<file path="config.mk">
export PLATFORM = sky130hd
export DESIGN_NAME = geo_pixel_writer_flat
export DESIGN_NICKNAME = d
export VERILOG_FILES = /design/src/rtl/geo_pkg.sv /design/src/rtl/geo_pixel_writer_if.sv /design/src/rtl/geo_coord_fifo.sv /design/src/rtl/geo_pixel_writer.sv /design/src/flat_wrapper.sv
export SDC_FILE = /design/constraint.sdc
export NUM_CORES = 1
export LEC_CHECK = 0
export BUFFER_PORTS_ARGS = -buffer_cell sky130_fd_sc_hd__buf_2
export CELL_PAD_IN_SITES_DETAIL_PLACEMENT = 0
export CELL_PAD_IN_SITES_GLOBAL_PLACEMENT = 2
export CORE_UTILIZATION = 42
export CTS_CLUSTER_SIZE = 16
export DETAILED_ROUTE_END_ITERATION = 10
export GPL_TIMING_DRIVEN = 1
export PLACE_DENSITY_LB_ADDON = 0.05
export SETUP_SLACK_MARGIN = 0.05
export SYNTH_ARGS = -nofsm -noshare
export SYNTH_HDL_FRONTEND = slang
export SYNTH_HIERARCHICAL = 1
export SYNTH_SLANG_ARGS = --single-unit
</file>
<file path="constraint.sdc">
create_clock -name clk -period 10.9 [get_ports clk]
set_input_delay 3.27 -clock clk [delete_from_list [all_inputs] [get_ports clk]]
set_output_delay 3.27 -clock clk [all_outputs]
set_load 0.01 [all_outputs]
</file>
<file path="src/rtl/geo_pkg.sv">
// Shared types for the pixel writer: pixel-depth encoding, FSM states,
// clip counter width and the per-depth pixel mask helpers.
package geo_pkg;

  typedef enum logic [1:0] {
    BPP_1 = 2'd0,
    BPP_2 = 2'd1,
    BPP_4 = 2'd2,
    BPP_8 = 2'd3
  } bpp_e;

  typedef enum logic [1:0] {
    IDLE  = 2'd0,
    CALC  = 2'd1,
    ISSUE = 2'd2
  } state_e;

  localparam int unsigned CLIP_W  = 16;
  localparam int unsigned COORD_W = 12;

  // Right-aligned mask covering one pixel of the given depth.
  function automatic logic [7:0] pix_mask(input bpp_e b);
    logic [7:0] m;
    case (b)
      BPP_1:   m = 8'h01;
      BPP_2:   m = 8'h03;
      BPP_4:   m = 8'h0F;
      default: m = 8'hFF;
    endcase
    return m;
  endfunction

  function automatic logic [3:0] pix_width(input bpp_e b);
    return 4'd1 << b;
  endfunction

endpackage

</file>
<file path="src/rtl/geo_pixel_writer_if.sv">
// Memory write port of the pixel writer: request/ready handshake plus
// byte address, data and bit mask.
interface geo_pixel_writer_if #(
  parameter int unsigned ADDR_W = 20
) ();
  logic              wr_req;
  logic              wr_ready;
  logic [ADDR_W-1:0] wr_addr;
  logic [7:0]        wr_data;
  logic [7:0]        wr_mask;

  modport master (
    output wr_req, wr_addr, wr_data, wr_mask,
    input  wr_ready
  );

  modport slave (
    input  wr_req, wr_addr, wr_data, wr_mask,
    output wr_ready
  );
endinterface

</file>
<file path="src/rtl/geo_coord_fifo.sv">
// Coordinate buffer: power-of-two depth FIFO, registered storage, no
// write-to-read bypass (a pushed entry is visible the following cycle).
module geo_coord_fifo #(
  parameter int unsigned DEPTH = 4,
  parameter int unsigned WIDTH = 24
) (
  input  logic                   clk,
  input  logic                   reset,
  input  logic                   push,
  input  logic [WIDTH-1:0]       push_data,
  input  logic                   pop,
  output logic [WIDTH-1:0]       pop_data,
  output logic [$clog2(DEPTH):0] count,
  output logic                   full,
  output logic                   empty
);

  localparam int unsigned PTR_W = $clog2(DEPTH);

  logic [WIDTH-1:0] mem [DEPTH];
  logic [PTR_W-1:0] wr_ptr;
  logic [PTR_W-1:0] rd_ptr;
  logic             push_ok;
  logic             pop_ok;

  assign full     = (count == (PTR_W+1)'(DEPTH));
  assign empty    = (count == '0);
  assign push_ok  = push && !full;
  assign pop_ok   = pop && !empty;
  assign pop_data = mem[rd_ptr];

  always_ff @(posedge clk) begin
    if (push_ok) begin
      mem[wr_ptr] <= push_data;
    end
  end

  always_ff @(posedge clk) begin
    if (reset) begin
      wr_ptr <= '0;
      rd_ptr <= '0;
      count  <= '0;
    end else begin
      if (push_ok) wr_ptr <= wr_ptr + 1'b1;
      if (pop_ok)  rd_ptr <= rd_ptr + 1'b1;
      case ({push_ok, pop_ok})
        2'b10:   count <= count + 1'b1;
        2'b01:   count <= count - 1'b1;
        default: count <= count;
      endcase
    end
  end

endmodule

</file>
<file path="src/rtl/geo_pixel_writer.sv">
// Turns a stream of signed pixel coordinates into masked byte writes into a
// packed MSB-first bitmap, clipping against inclusive limits.
module geo_pixel_writer
  import geo_pkg::*;
#(
  parameter int unsigned FIFO_DEPTH = 4,
  parameter int unsigned ADDR_W     = 20
) (
  input  logic                      clk,
  input  logic                      reset,
  input  logic                      pixel_in_rdy,
  input  logic signed [COORD_W-1:0] x_in,
  input  logic signed [COORD_W-1:0] y_in,
  input  logic                      line_complete_in,
  output logic                      pause_out,
  input  logic [ADDR_W-1:0]         base_addr,
  input  logic [15:0]               row_stride,
  input  logic [1:0]                bpp_sel,
  input  logic [7:0]                color,
  input  logic [COORD_W-1:0]        max_x,
  input  logic [COORD_W-1:0]        max_y,
  geo_pixel_writer_if.master        wr_bus,
  output logic                      busy,
  output logic                      done,
  output logic [CLIP_W-1:0]         clip_count
);

  localparam int unsigned CNT_W = $clog2(FIFO_DEPTH) + 1;

  state_e state, state_nxt;

  logic [CNT_W-1:0]         fifo_count;
  logic                     fifo_full;
  logic                     fifo_empty;
  logic                     fifo_pop;
  logic [2*COORD_W-1:0]     fifo_q;

  logic signed [COORD_W-1:0] x_r, y_r;
  logic                      wr_req_r;
  logic [ADDR_W-1:0]         addr_r;
  logic [7:0]                data_r, mask_r;
  logic                      pending;
  logic                      load_xy;
  logic                      xfer;
  logic                      done_cond;

  geo_coord_fifo #(
    .DEPTH (FIFO_DEPTH),
    .WIDTH (2*COORD_W)
  ) u_fifo (
    .clk       (clk),
    .reset     (reset),
    .push      (pixel_in_rdy && !fifo_full),
    .push_data ({x_in, y_in}),
    .pop       (fifo_pop),
    .pop_data  (fifo_q),
    .count     (fifo_count),
    .full      (fifo_full),
    .empty     (fifo_empty)
  );

  assign pause_out = (fifo_count == CNT_W'(FIFO_DEPTH));

  // Address and mask arithmetic on the registered coordinate.
  bpp_e                bpp;
  logic                clipped;
  logic [14:0]         x_bits;
  logic [2:0]          bo;
  logic [3:0]          shamt;
  logic [ADDR_W-1:0]   addr_calc;

  assign bpp     = bpp_e'(bpp_sel);
  assign clipped = x_r[COORD_W-1] || y_r[COORD_W-1] ||
                   (x_r[COORD_W-1:0] > max_x) || (y_r[COORD_W-1:0] > max_y);
  assign x_bits  = 15'(x_r[COORD_W-2:0]) << bpp_sel;
  assign bo      = x_bits[2:0];
  // Pixel at bit offset bo sits at bits 7-bo downward, i.e. left-shift by 8-bo-width.
  assign shamt   = 4'd8 - {1'b0, bo} - pix_width(bpp);
  assign addr_calc = base_addr
                   + ADDR_W'(y_r[COORD_W-2:0]) * ADDR_W'(row_stride)
                   + ADDR_W'(x_bits[14:3]);

  assign xfer      = wr_req_r && wr_bus.wr_ready;
  assign done_cond = pending && fifo_empty && (state == IDLE) && !wr_req_r;

  always_ff @(posedge clk) begin
    if (reset) state <= IDLE;
    else       state <= state_nxt;
  end

  always_comb begin
    state_nxt = state;
    fifo_pop  = 1'b0;
    load_xy   = 1'b0;
    case (state)
      IDLE: begin
        if (!fifo_empty) begin
          fifo_pop  = 1'b1;
          load_xy   = 1'b1;
          state_nxt = CALC;
        end
      end
      CALC: begin
        state_nxt = clipped ? IDLE : ISSUE;
      end
      ISSUE: begin
        if (xfer) begin
          if (!fifo_empty) begin
            fifo_pop  = 1'b1;
            load_xy   = 1'b1;
            state_nxt = CALC;
          end else begin
            state_nxt = IDLE;
          end
        end
      end
      default: state_nxt = IDLE;
    endcase
  end

  always_ff @(posedge clk) begin
    if (reset) begin
      x_r        <= '0;
      y_r        <= '0;
      wr_req_r   <= 1'b0;
      addr_r     <= '0;
      data_r     <= '0;
      mask_r     <= '0;
      clip_count <= '0;
      pending    <= 1'b0;
      done       <= 1'b0;
    end else begin
      if (load_xy) begin
        {x_r, y_r} <= fifo_q;
      end
      if (state == CALC) begin
        if (clipped) begin
          if (clip_count != '1) clip_count <= clip_count + 1'b1;
        end else begin
          wr_req_r <= 1'b1;
          addr_r   <= addr_calc;
          mask_r   <= pix_mask(bpp) << shamt;
          data_r   <= (color & pix_mask(bpp)) << shamt;
        end
      end
      if (state == ISSUE && xfer) begin
        wr_req_r <= 1'b0;
      end
      done <= done_cond;
      if (line_complete_in)  pending <= 1'b1;
      else if (done_cond)    pending <= 1'b0;
    end
  end

  assign busy           = !fifo_empty || (state != IDLE) || pending;
  assign wr_bus.wr_req  = wr_req_r;
  assign wr_bus.wr_addr = addr_r;
  assign wr_bus.wr_data = data_r;
  assign wr_bus.wr_mask = mask_r;

endmodule

</file>
<file path="src/flat_wrapper.sv">
// flat-port wrapper written by rule: the top's interface ports become plain ports
module geo_pixel_writer_flat import geo_pkg::*;
#(
  parameter int unsigned FIFO_DEPTH = 4,
  parameter int unsigned ADDR_W     = 20
)
  (clk, reset, pixel_in_rdy, x_in, y_in, line_complete_in, pause_out, base_addr, row_stride, bpp_sel, color, max_x, max_y, busy, done, clip_count, wr_bus_wr_req, wr_bus_wr_addr, wr_bus_wr_data, wr_bus_wr_mask, wr_bus_wr_ready);
  geo_pixel_writer_if #(.ADDR_W(ADDR_W)) wr_bus_i ();
  input  logic clk;
  input  logic reset;
  input  logic pixel_in_rdy;
  input  logic signed [COORD_W-1:0] x_in;
  input  logic signed [COORD_W-1:0] y_in;
  input  logic line_complete_in;
  output logic pause_out;
  input  logic [ADDR_W-1:0] base_addr;
  input  logic [15:0] row_stride;
  input  logic [1:0] bpp_sel;
  input  logic [7:0] color;
  input  logic [COORD_W-1:0] max_x;
  input  logic [COORD_W-1:0] max_y;
  output logic busy;
  output logic done;
  output logic [CLIP_W-1:0] clip_count;
  output wire logic [$bits(wr_bus_i.wr_req)-1:0] wr_bus_wr_req;
  output wire logic [$bits(wr_bus_i.wr_addr)-1:0] wr_bus_wr_addr;
  output wire logic [$bits(wr_bus_i.wr_data)-1:0] wr_bus_wr_data;
  output wire logic [$bits(wr_bus_i.wr_mask)-1:0] wr_bus_wr_mask;
  input wire logic [$bits(wr_bus_i.wr_ready)-1:0] wr_bus_wr_ready;
  assign wr_bus_wr_req = wr_bus_i.wr_req;
  assign wr_bus_wr_addr = wr_bus_i.wr_addr;
  assign wr_bus_wr_data = wr_bus_i.wr_data;
  assign wr_bus_wr_mask = wr_bus_i.wr_mask;
  assign wr_bus_i.wr_ready = wr_bus_wr_ready;
  geo_pixel_writer #(.FIFO_DEPTH(FIFO_DEPTH), .ADDR_W(ADDR_W)) u_core (.clk(clk), .reset(reset), .pixel_in_rdy(pixel_in_rdy), .x_in(x_in), .y_in(y_in), .line_complete_in(line_complete_in), .pause_out(pause_out), .base_addr(base_addr), .row_stride(row_stride), .bpp_sel(bpp_sel), .color(color), .max_x(max_x), .max_y(max_y), .wr_bus(wr_bus_i), .busy(busy), .done(done), .clip_count(clip_count));
endmodule
</file>
==> run_results.csv, run 1 <==
group,metric,value,unit
sta,setup_viol,0,
routing,drc_errors,0,
final_layout,stdcell_area,0.0157,mm^2
synthesis,async_flop_share,0,%
critical_path,cp_top_family,"adder cells",
critical_path,cp-start-kind,"input port",
synthesis,ys_top_cells_by_count,"inv_1, nand2_1, fa_1, edfxtp_1, a21oi_1",
critical_path,cp.required,11.28,ns
place,place_area,0.0151,mm^2
clock_tree,cts_root_buf,"clkbuf_16",
die,io_pins,155,
routing,routedWlPerCell,16.5,um
routing,drtIter0Drc,305,
place,port_buffers,154,
clock_tree,cts_setup_buffers,0,
critical_path,critPathLaunch,"bpp_sel[1]",
critical_path,arrival,8.36,ns
synthesis,synth_edf_count,96,
synthesis,synth_area_leader_cell,"edfxtp_1",
die,row_count,66,
place,placed_cells,1935,
sta,tightest_slew,0.943,ns
synthesis,synth_most_common_cell,"inv_1",
sta,slew_viol_final,0,
routing,wl,32500,um
final_layout,finalNonFillerCells,1967,
final_layout,nNetsFinal,1831,
die,die_h,185,um
sta,maxSlewHeadroom,37.1,%
sta,hold_ws,0.449,ns
critical_path,cpPeakStageDelay,0.56,ns
critical_path,cp_common_cell,"fa_1",
synthesis,ys_seq_area_share,33.4,%
synthesis,avgSynthCellArea,10.0,um^2
job,maxCapViolations,0,
synthesis,synth-warning-count,6,
sta,final-hold-violation-count,0,
clock_tree,clk_pin_slew,0.08,ns
synthesis,synth_cell_types,76,
global_route,grt_pass1_vias,9642,
place,dp_hpwl,25100,um
hold_path,min_from,"u_core/wr_bus.wr_addr[12]$_SDFFE_PP0P_",
synthesis,ys_ff_latch,186,
synthesis,synth_area,0.0140,mm^2
global_route,grt_max_degree,59,
clock_tree,cts_hold_buf,0,
clock_tree,clock-sinks,186,
synthesis,netlist.area_leader.share,20.5,%
sta,post-route-period-util,73.3,%
global_route,groute.usage.overall,20.0,%
critical_path,path_cells,"buf_2 -> mux2_2 -> a2bb2oi_1 -> fa_1 -> inv_1 -> fa_1 -> fa_1 -> inv_1 -> fa_1 -> inv_1 -> ha_1 -> or4_1 -> o211ai_2 -> a311oi_1 -> o2111ai_1 -> a31o_2 -> nand3_1 -> a21oi_1",
final_layout,drive_gt1_share,16.5,%
sta,fmax,125,MHz
synthesis,ys_top_cells_by_area,"edfxtp_1, fa_1, dfxtp_1, ha_1, inv_1",
sta,skew,0.0140,ns
synthesis,syn_inst,1399,
global_route,antenna_found_initial,2,
clock_tree,cts_buffers,17,
clock_tree,htree_levels,4,
sta,min_period,7.99,ns
sta,setup-tns-final,0,ns
critical_path,crit_buf_inv,4,
die,die_x,185,um
clock_tree,clk_latency,0.45,ns
die,die_area,0.0342,mm^2
sta,rsz0062_at_grt,"no",
die,fp.coreArea,0.0327,mm^2
final_layout,diodes,0,
status,status,"finished clean",
critical_path,crit_slowest_cell,"fa_1",
die,initial_core_util,42.9,%
final_layout,area_growth,11.9,%
routing,drtPass1Iterations,5,
critical_path,path_max_fanout,26,
critical_path,crit_path_end_kind,"flop",
synthesis,synth_ff_type,"edfxtp_1",
critical_path,r2r-start,"u_core/y_r[2]$_SDFFE_PP0P_",
global_route,grt_overflow_total,0,
routing,num_vias,9683,
routing,antenna_left,0,
clock_tree,clock_path_buffers,2,
hold_path,hp-class,"flop to flop",
global_route,grt_pass1_wl,51800,um
synthesis,syn-num-nets,1718,
place,place_congestion,0.791,
critical_path,critPathKind,"input port to flop",
clock_tree,cts_tree,"built",
clock_tree,cts_resized,0,
routing,viasPerCell,4.92,
==> sequential cells by signal (all words and copies together) (netlist names), 3 cells and up, named ones only <==
name                   flops
u_core/clip_count         16
u_core/u_fifo/count        3
u_core/wr_bus.wr_mask      8
u_core/wr_bus.wr_addr     20
u_core/wr_bus.wr_data      8
u_core/y_r                12
u_core/x_r                12
u_core/u_fifo/mem         96
==> worst register-to-register path, stage by stage (launching register included) <==
cell and delay [ns]:
dfxtp_1 0.86, nand2_1 0.19, fa_1 0.58, inv_1 0.05, fa_1 0.50, inv_1 0.05
fa_1 0.52, inv_1 0.05, fa_1 0.48, inv_1 0.05, fa_1 0.47, inv_1 0.04
ha_1 0.24, or4_1 0.55, o211ai_2 0.27, a311oi_1 0.17, o2111ai_1 0.25, a31o_2 0.19
nand3_1 0.06, a21oi_1 0.17
==> layer usage <==
layer	wire [um]	track usage, %
met1	15600	26.8
met2	15600	33.6
met3	949	3.72
met4	360	4.40
met5	26	0
==> layout make-up <==
type                       count  area [um^2]
clock buffer                  18          450
clock inverter                14          143
fill                        3243        17000
inverter                     241          905
multi-input combinational    904         8140
sequential                   186         4680
tap                          442          553
timing repair buffer         162          833
==> final timing paths <==
kind         depth (start not counted)                                     end  slack (ns)
min reg2reg                          2  u_core/wr_bus.wr_addr[12]$_SDFFE_PP0P_        0.45
min                                  2  u_core/wr_bus.wr_addr[12]$_SDFFE_PP0P_        0.45
max                                 18  u_core/wr_bus.wr_addr[19]$_SDFFE_PP0P_        2.91
max reg2reg                         19  u_core/wr_bus.wr_addr[19]$_SDFFE_PP0P_        5.09
==> through the flow <==
stage | worst slack (ns) | util [%]
floorplan | 2.75 | -
global route | 2.72 | 48.0
finish | 2.91 | 48.0
CTS | 2.94 | 48.0
detailed placement | 2.46 | 46.2
global placement | 2.56 | 46.2
==> cells in the final DEF, fill, tap and decap left out, types with 8 or more instances in the layout <==
cell type  instances
nand2_1          199
o21ai_0           17
a21oi_1           94
nand3_1           13
mux2i_1           13
xnor2_1           36
nand4_1           14
dfxtp_1           90
nor3_1            18
and2_1            68
mux4_2            24
edfxtp_1          96
or3_1              8
clkbuf_16         18
buf_4              9
buf_2            153
fa_1             137
inv_1            240
nor2_1            64
ha_1              83
==> cell families (layout without fill, tap and decap cells) <==
logic type	Yosys count	after routing	share of synthesized area [%]
AO/OA/AOI/OAI	158	158	6.87
XOR/XNOR	42	42	2.62
adder cells (fa/ha/maj)	220	220	26.9
buffers and inverters	309	435	8.69
flip-flops	186	186	33.4
multiplexers	47	47	6.03
AND/OR/NAND/NOR	437	437	15.5
Power of run 1 is left out: the tool's default activity adds up to more than one toggle a clock period on the data nets, which glitch-free logic cannot reach.
==> inputs of run 2 (changes only) <==
--- a/config.mk
+++ b/config.mk
@@ -8,7 +8,7 @@
 export BUFFER_PORTS_ARGS = -buffer_cell sky130_fd_sc_hd__buf_2
 export CELL_PAD_IN_SITES_DETAIL_PLACEMENT = 0
 export CELL_PAD_IN_SITES_GLOBAL_PLACEMENT = 2
-export CORE_UTILIZATION = 42
+export CORE_UTILIZATION = 39
 export CTS_CLUSTER_SIZE = 16
 export DETAILED_ROUTE_END_ITERATION = 10
 export GPL_TIMING_DRIVEN = 1
==> constraint.sdc (replaced) <==
create_clock -name clk -period 8.1 [get_ports clk]
set_input_delay 2.43 -clock clk [delete_from_list [all_inputs] [get_ports clk]]
set_output_delay 2.43 -clock clk [all_outputs]
set_load 0.01 [all_outputs]
==> run 2 against run 1 <==
Sequential share of layout area decreased by 0.11 points. Wire length increased by 2.6%. Sequential cell count unchanged. Utilization decreased by 3.6 points.
==> run_results.csv, run 2 (synthesis gave the netlist of run 1 again) <==
group,metric,value,unit
clock_tree,clock-sinks,186,
hold_path,hp-class,"flop to flop",
critical_path,path_cells,"buf_2 -> nand2_1 -> fa_1 -> inv_1 -> fa_1 -> inv_1 -> fa_1 -> inv_1 -> fa_1 -> inv_1 -> fa_1 -> inv_1 -> ha_1 -> or4_1 -> o211ai_2 -> a311oi_1 -> o2111ai_1 -> a31o_2 -> nand3_1 -> a21oi_1",
die,die_h,192,um
global_route,grt_pass1_vias,9920,
critical_path,r2r_setup_slack,2.33,ns
sta,setup_viol,0,
sta,min_period,7.01,ns
sta,final-hold-violation-count,0,
job,maxCapViolations,0,
critical_path,r2r.worst_path.cells,19,
routing,drtPass1Iterations,5,
final_layout,area_growth,12.3,%
die,io_pins,155,
critical_path,reg2reg_to,"u_core/wr_bus.wr_addr[19]$_SDFFE_PP0P_",
critical_path,cpPeakStageDelay,0.57,ns
global_route,grt_pass1_wl,53900,um
place,port_buffers,154,
sta,fmax,143,MHz
critical_path,crit_path_end_kind,"flop",
status,status,"finished clean",
sta,rsz0062_at_grt,"no",
critical_path,cp-start-kind,"input port",
final_layout,mostFrequentLayoutCells,"inv_1, nand2_1, buf_2",
global_route,grt_overflow_total,0,
die,fp.coreArea,0.0355,mm^2
place,dp_hpwl,25800,um
clock_tree,cts_tree,"built",
routing,antenna_left,0,
critical_path,cp_top_family,"adder cells",
critical_path,endpoint,"u_core/wr_bus.wr_addr[19]$_SDFFE_PP0P_",
routing,wl,33400,um
sta,tightest_slew,0.955,ns
sta,post-route-period-util,86.6,%
die,initial_core_util,39.6,%
final_layout,nNetsFinal,1833,
global_route,groute.usage.overall,19.3,%
critical_path,worst-path-stages,20,
critical_path,critPathLaunch,"row_stride[7]",
die,die_x,192,um
sta,maxSlewHeadroom,36.3,%
clock_tree,clk_latency,0.45,ns
routing,num_vias,9657,
clock_tree,cts_resized,0,
routing,drc_errors,0,
sta,setup-tns-final,0,ns
sta,skew,0.00928,ns
place,place_congestion,0.770,
clock_tree,cts_hold_buf,0,
critical_path,crit_slowest_cell,"fa_1",
die,row_count,69,
clock_tree,cts_setup_buffers,0,
die,die_area,0.0368,mm^2
critical_path,path_max_fanout,11,
clock_tree,htree_levels,4,
final_layout,largest_reg_flops,96,
final_layout,top_register,"u_core/u_fifo/mem",
final_layout,drive_gt1_share,16.6,%
routing,viasPerCell,4.85,
critical_path,crit_buf_inv,6,
critical_path,cp.required,8.48,ns
routing,drtIter0Drc,427,
routing,routedWlPerCell,16.8,um
clock_tree,cts_root_buf,"clkbuf_16",
critical_path,critPathKind,"input port to flop",
global_route,antenna_found_initial,5,
clock_tree,clk_pin_slew,0.08,ns
clock_tree,clock_path_buffers,2,
critical_path,arrival,7.40,ns
global_route,grt_max_degree,60,
final_layout,final_common_cell,"inv_1",
clock_tree,cts_buffers,17,
sta,slew_viol_final,0,
critical_path,r2r-start,"u_core/y_r[2]$_SDFFE_PP0P_",
[run 2: cell types whose count changed in the layout (fill, tap and decap cells not counted)]
cell       previous run  this run
bufinv_16             0         2
clkinv_4              1         0
buf_4                 9        11
clkinv_8              2         1
diode_2               0         2
inv_8                 5         3
clkbuf_16            18        17
inv_4                 1         0
inv_6                 3         6
clkinv_2              1         2
[run 2: per-stage QoR]
step / setup WS [ns] / utilization, % / area, um^2 / hold slack (ns) / std cells
after floorplan: 0.787 / - / 14000 / 0.453 / 1399
after global placement: 0.658 / 42.7 / 15200 / 0.436 / 1956
after detailed placement: 0.588 / 42.7 / 15200 / 0.441 / 1956
after CTS: 1.10 / 44.4 / 15800 / 0.452 / 1988
after global routing: 0.764 / 44.4 / 15800 / 0.468 / 1989
final: 1.09 / 44.4 / 15800 / 0.449 / 1990
[run 2: cell type report]
cell class	instances	area [um^2]
fillers	3491	19700
multi-input cells	904	8140
flip-flops and latches	186	4680
inverters	241	905
repair buffers	164	848
well taps	461	577
clock buffers	17	425
clock inverters	15	180
diodes	2	5.00
[run 2: per-layer routing]
metal  up-vias  routed length, um  GRT usage (%)  part of all wire, %
li1       4766                  -              -                    -
met1      4736              15900           25.9                   48
met2       122              16100           32.3                   48
met3        27                994           3.40                  3.0
met4         6                374           4.24                  1.1
met5         -                 42              0                 0.13
[run 2: worst min path at each step]
| stage | from | to | slack [ns] | depth (start not counted) |
|---|---|---|---|---|
| after global placement | u_core/wr_bus.wr_addr[14]$_SDFFE_PP0P_ | u_core/wr_bus.wr_addr[14]$_SDFFE_PP0P_ | 0.44 | 2 |
| after detailed placement | u_core/wr_bus.wr_addr[12]$_SDFFE_PP0P_ | u_core/wr_bus.wr_addr[12]$_SDFFE_PP0P_ | 0.44 | 2 |
| final | u_core/wr_bus.wr_addr[6]$_SDFFE_PP0P_ | u_core/wr_bus.wr_addr[6]$_SDFFE_PP0P_ | 0.45 | 2 |
| after global routing | u_core/wr_bus.wr_addr[10]$_SDFFE_PP0P_ | u_core/wr_bus.wr_addr[10]$_SDFFE_PP0P_ | 0.47 | 2 |
| after CTS | u_core/wr_bus.wr_addr[12]$_SDFFE_PP0P_ | u_core/wr_bus.wr_addr[12]$_SDFFE_PP0P_ | 0.45 | 2 |
| after floorplan | u_core/x_r[11]$_SDFFE_PP0P_ | u_core/x_r[11]$_SDFFE_PP0P_ | 0.45 | 2 |
[run 2: tightest hold or removal path, cell delays in order (launching register included)]
cell and delay, ns:
dfxtp_1 0.31, nand2_1 0.05, a21oi_1 0.05
Power of run 2 is left out for the same reason.
==> inputs of run 3 (changes only) <==
--- a/config.mk
+++ b/config.mk
@@ -8,7 +8,7 @@
 export BUFFER_PORTS_ARGS = -buffer_cell sky130_fd_sc_hd__buf_2
 export CELL_PAD_IN_SITES_DETAIL_PLACEMENT = 0
 export CELL_PAD_IN_SITES_GLOBAL_PLACEMENT = 2
-export CORE_UTILIZATION = 39
+export CORE_UTILIZATION = 35
 export CTS_CLUSTER_SIZE = 16
 export DETAILED_ROUTE_END_ITERATION = 10
 export GPL_TIMING_DRIVEN = 1
==> constraint.sdc (replaced) <==
create_clock -name clk -period 5.7 [get_ports clk]
set_input_delay 1.71 -clock clk [delete_from_list [all_inputs] [get_ports clk]]
set_output_delay 1.71 -clock clk [all_outputs]
set_load 0.01 [all_outputs]
==> run 3 against run 2 <==
Critical path depth is 2 higher. The run now ends with negative setup slack left. Critical path type unchanged. First-iteration DRC count is 16% lower. Sequential cell count stayed put. Clock skew is 0.013 ns higher. Wire length is 10% higher. Die area is 11% higher. Largest cell class unchanged. Worst hold slack hardly changed. Via count is 4.7% higher.
==> run_results.csv, run 3 (synthesis gave the netlist of run 1 again) <==
group,metric,value,unit
critical_path,path_max_fanout,7,
clock_tree,htree_levels,4,
critical_path,arrival,6.18,ns
place,dp_slack,-0.859,ns
global_route,groute.usage.overall,18.8,%
sta,tightest_slew,0.769,ns
sta,final-hold-violation-count,0,
final_layout,mostFrequentLayoutCells,"inv_1, nand2_1, buf_2",
die,die_h,202,um
final_layout,n_fill_cell,3968,
sta,fmax,171,MHz
job,maxCapViolations,0,
global_route,grt_overflow_total,0,
sta,post-route-period-util,103,%
final_layout,largest_reg_flops,96,
clock_tree,clk_pin_slew,0.08,ns
clock_tree,cts_root_buf,"clkbuf_16",
place,place_congestion,0.793,
sta,setup_viol,9,
critical_path,cp.required,6.02,ns
routing,routedWlPerCell,17.0,um
global_route,grt_max_degree,53,
final_layout,drive_gt1_share,26.8,%
final_layout,multiInputGateArea,0.00852,mm^2
sta,hold_ws,0.449,ns
final_layout,top_register,"u_core/u_fifo/mem",
sta,setup-tns-final,-0.868,ns
routing,drtIter0Drc,358,
routing,drc_errors,0,
sta,slew_viol_final,0,
sta,skew,0.0225,ns
place,port_buffers,154,
final_layout,area_growth,22.7,%
die,die_x,202,um
status,status,"finished with violations",
critical_path,r2r-start,"u_core/y_r[5]$_SDFFE_PP0P_",
die,die_area,0.0409,mm^2
critical_path,critPathLaunch,"row_stride[9]",
sta,maxSlewHeadroom,48.7,%
hold_path,hp-class,"flop to flop",
sta,layout_setup_ws,-0.161,ns
clock_tree,cts_buffers,17,
clock_tree,clk_latency,0.47,ns
global_route,antenna_found_initial,2,
routing,viasPerCell,4.69,
sta,rsz0062_at_grt,"yes",
clock_tree,clock_path_buffers,2,
critical_path,critPathKind,"input port to flop",
global_route,grt_pass1_vias,10771,
clock_tree,clock-sinks,186,
sta,min_period,5.86,ns
clock_tree,cts_tree,"built",
routing,drtPass1Iterations,5,
final_layout,nNetsFinal,1939,
status,violations,"negative setup slack",
routing,wl,36800,um
global_route,grt_pass1_wl,59300,um
critical_path,crit_path_end_kind,"flop",
routing,num_vias,10113,
place,dp_hpwl,28700,um
hold_path,min_from,"u_core/wr_bus.wr_addr[6]$_SDFFE_PP0P_",
die,row_count,73,
routing,antenna_left,0,
die,initial_core_util,35.4,%
final_layout,final_common_cell,"inv_1",
final_layout,register_area,0.00468,mm^2
final_layout,diodes,0,
die,fp.coreArea,0.0396,mm^2
final_layout,stdcell_area,0.0172,mm^2
place,place_area,0.0161,mm^2
critical_path,cp-start-kind,"input port",
die,io_pins,155,
## run 3: cell types whose count changed in the layout (fill, tap and decap cells not counted), sizes merged
cell | previous run | this run
buf | 164 | 269
bufinv | 2 | 0
clkbuf | 17 | 18
clkinv | 3 | 5
clkinvlp | 1 | 0
diode | 2 | 0
inv | 250 | 251
## run 3: metal layers
metal	global-route usage (%)	wire [um]	vias up
met5	0	10	-
met4	3.73	355	2
met3	3.13	1030	21
met2	31.4	17500	129
met1	25.8	17900	4965
li1	-	-	4996
## run 3: what timing repair did
| action | in CTS | in global routing |
|---|---|---|
| setup buffers | 8 | 7 |
| pin swaps | 42 | 54 |
| resized for setup | 54 | 41 |
| endpoints found under the setup margin | 11 | 12 |
| hold buffers | 0 | 0 |
## run 3: stage by stage
| step | std cells | util [%] |
|---|---|---|
| floorplan | 1399 | - |
| global placement | 2113 | 40.6 |
| detailed placement | 2113 | 40.6 |
| CTS | 2152 | 42.9 |
| global route | 2158 | 43.5 |
| finish | 2158 | 43.5 |
## run 3: worst paths after layout
path	slack (ns)	end	depth (start not counted)
worst max register to register	0.52	u_core/wr_bus.wr_addr[19]$_SDFFE_PP0P_	18
worst min register to register	0.45	u_core/wr_bus.wr_addr[6]$_SDFFE_PP0P_	2
worst max-delay path	-0.16	u_core/wr_bus.wr_addr[13]$_SDFFE_PP0P_	22
worst min-delay path	0.45	u_core/wr_bus.wr_addr[6]$_SDFFE_PP0P_	2
## run 3: area by class of cell
class	count	share of cell area, %
multi-input combinational	904	49.5
tap	525	3.81
clock inverter	15	1.34
inverter	241	5.25
clock buffer	17	2.47
sequential	186	27.2
timing repair buffer	270	10.5
## run 3: worst max-delay path, cell delays in order
cell and delay [ns]:
buf_12 0.12, and2_4 0.15, fa_1 0.50, inv_1 0.05, fa_1 0.48, inv_1 0.06, fa_1 0.50, fa_1 0.52
inv_1 0.05, fa_1 0.49, inv_2 0.05, ha_4 0.17, buf_6 0.13, nor3_4 0.23, o21bai_4 0.09, buf_4 0.14
buf_4 0.12, o21ai_2 0.06, o21bai_1 0.07, a211o_1 0.30, nand4_1 0.10, a21oi_1 0.07
Power of run 3 is left out for the same reason.
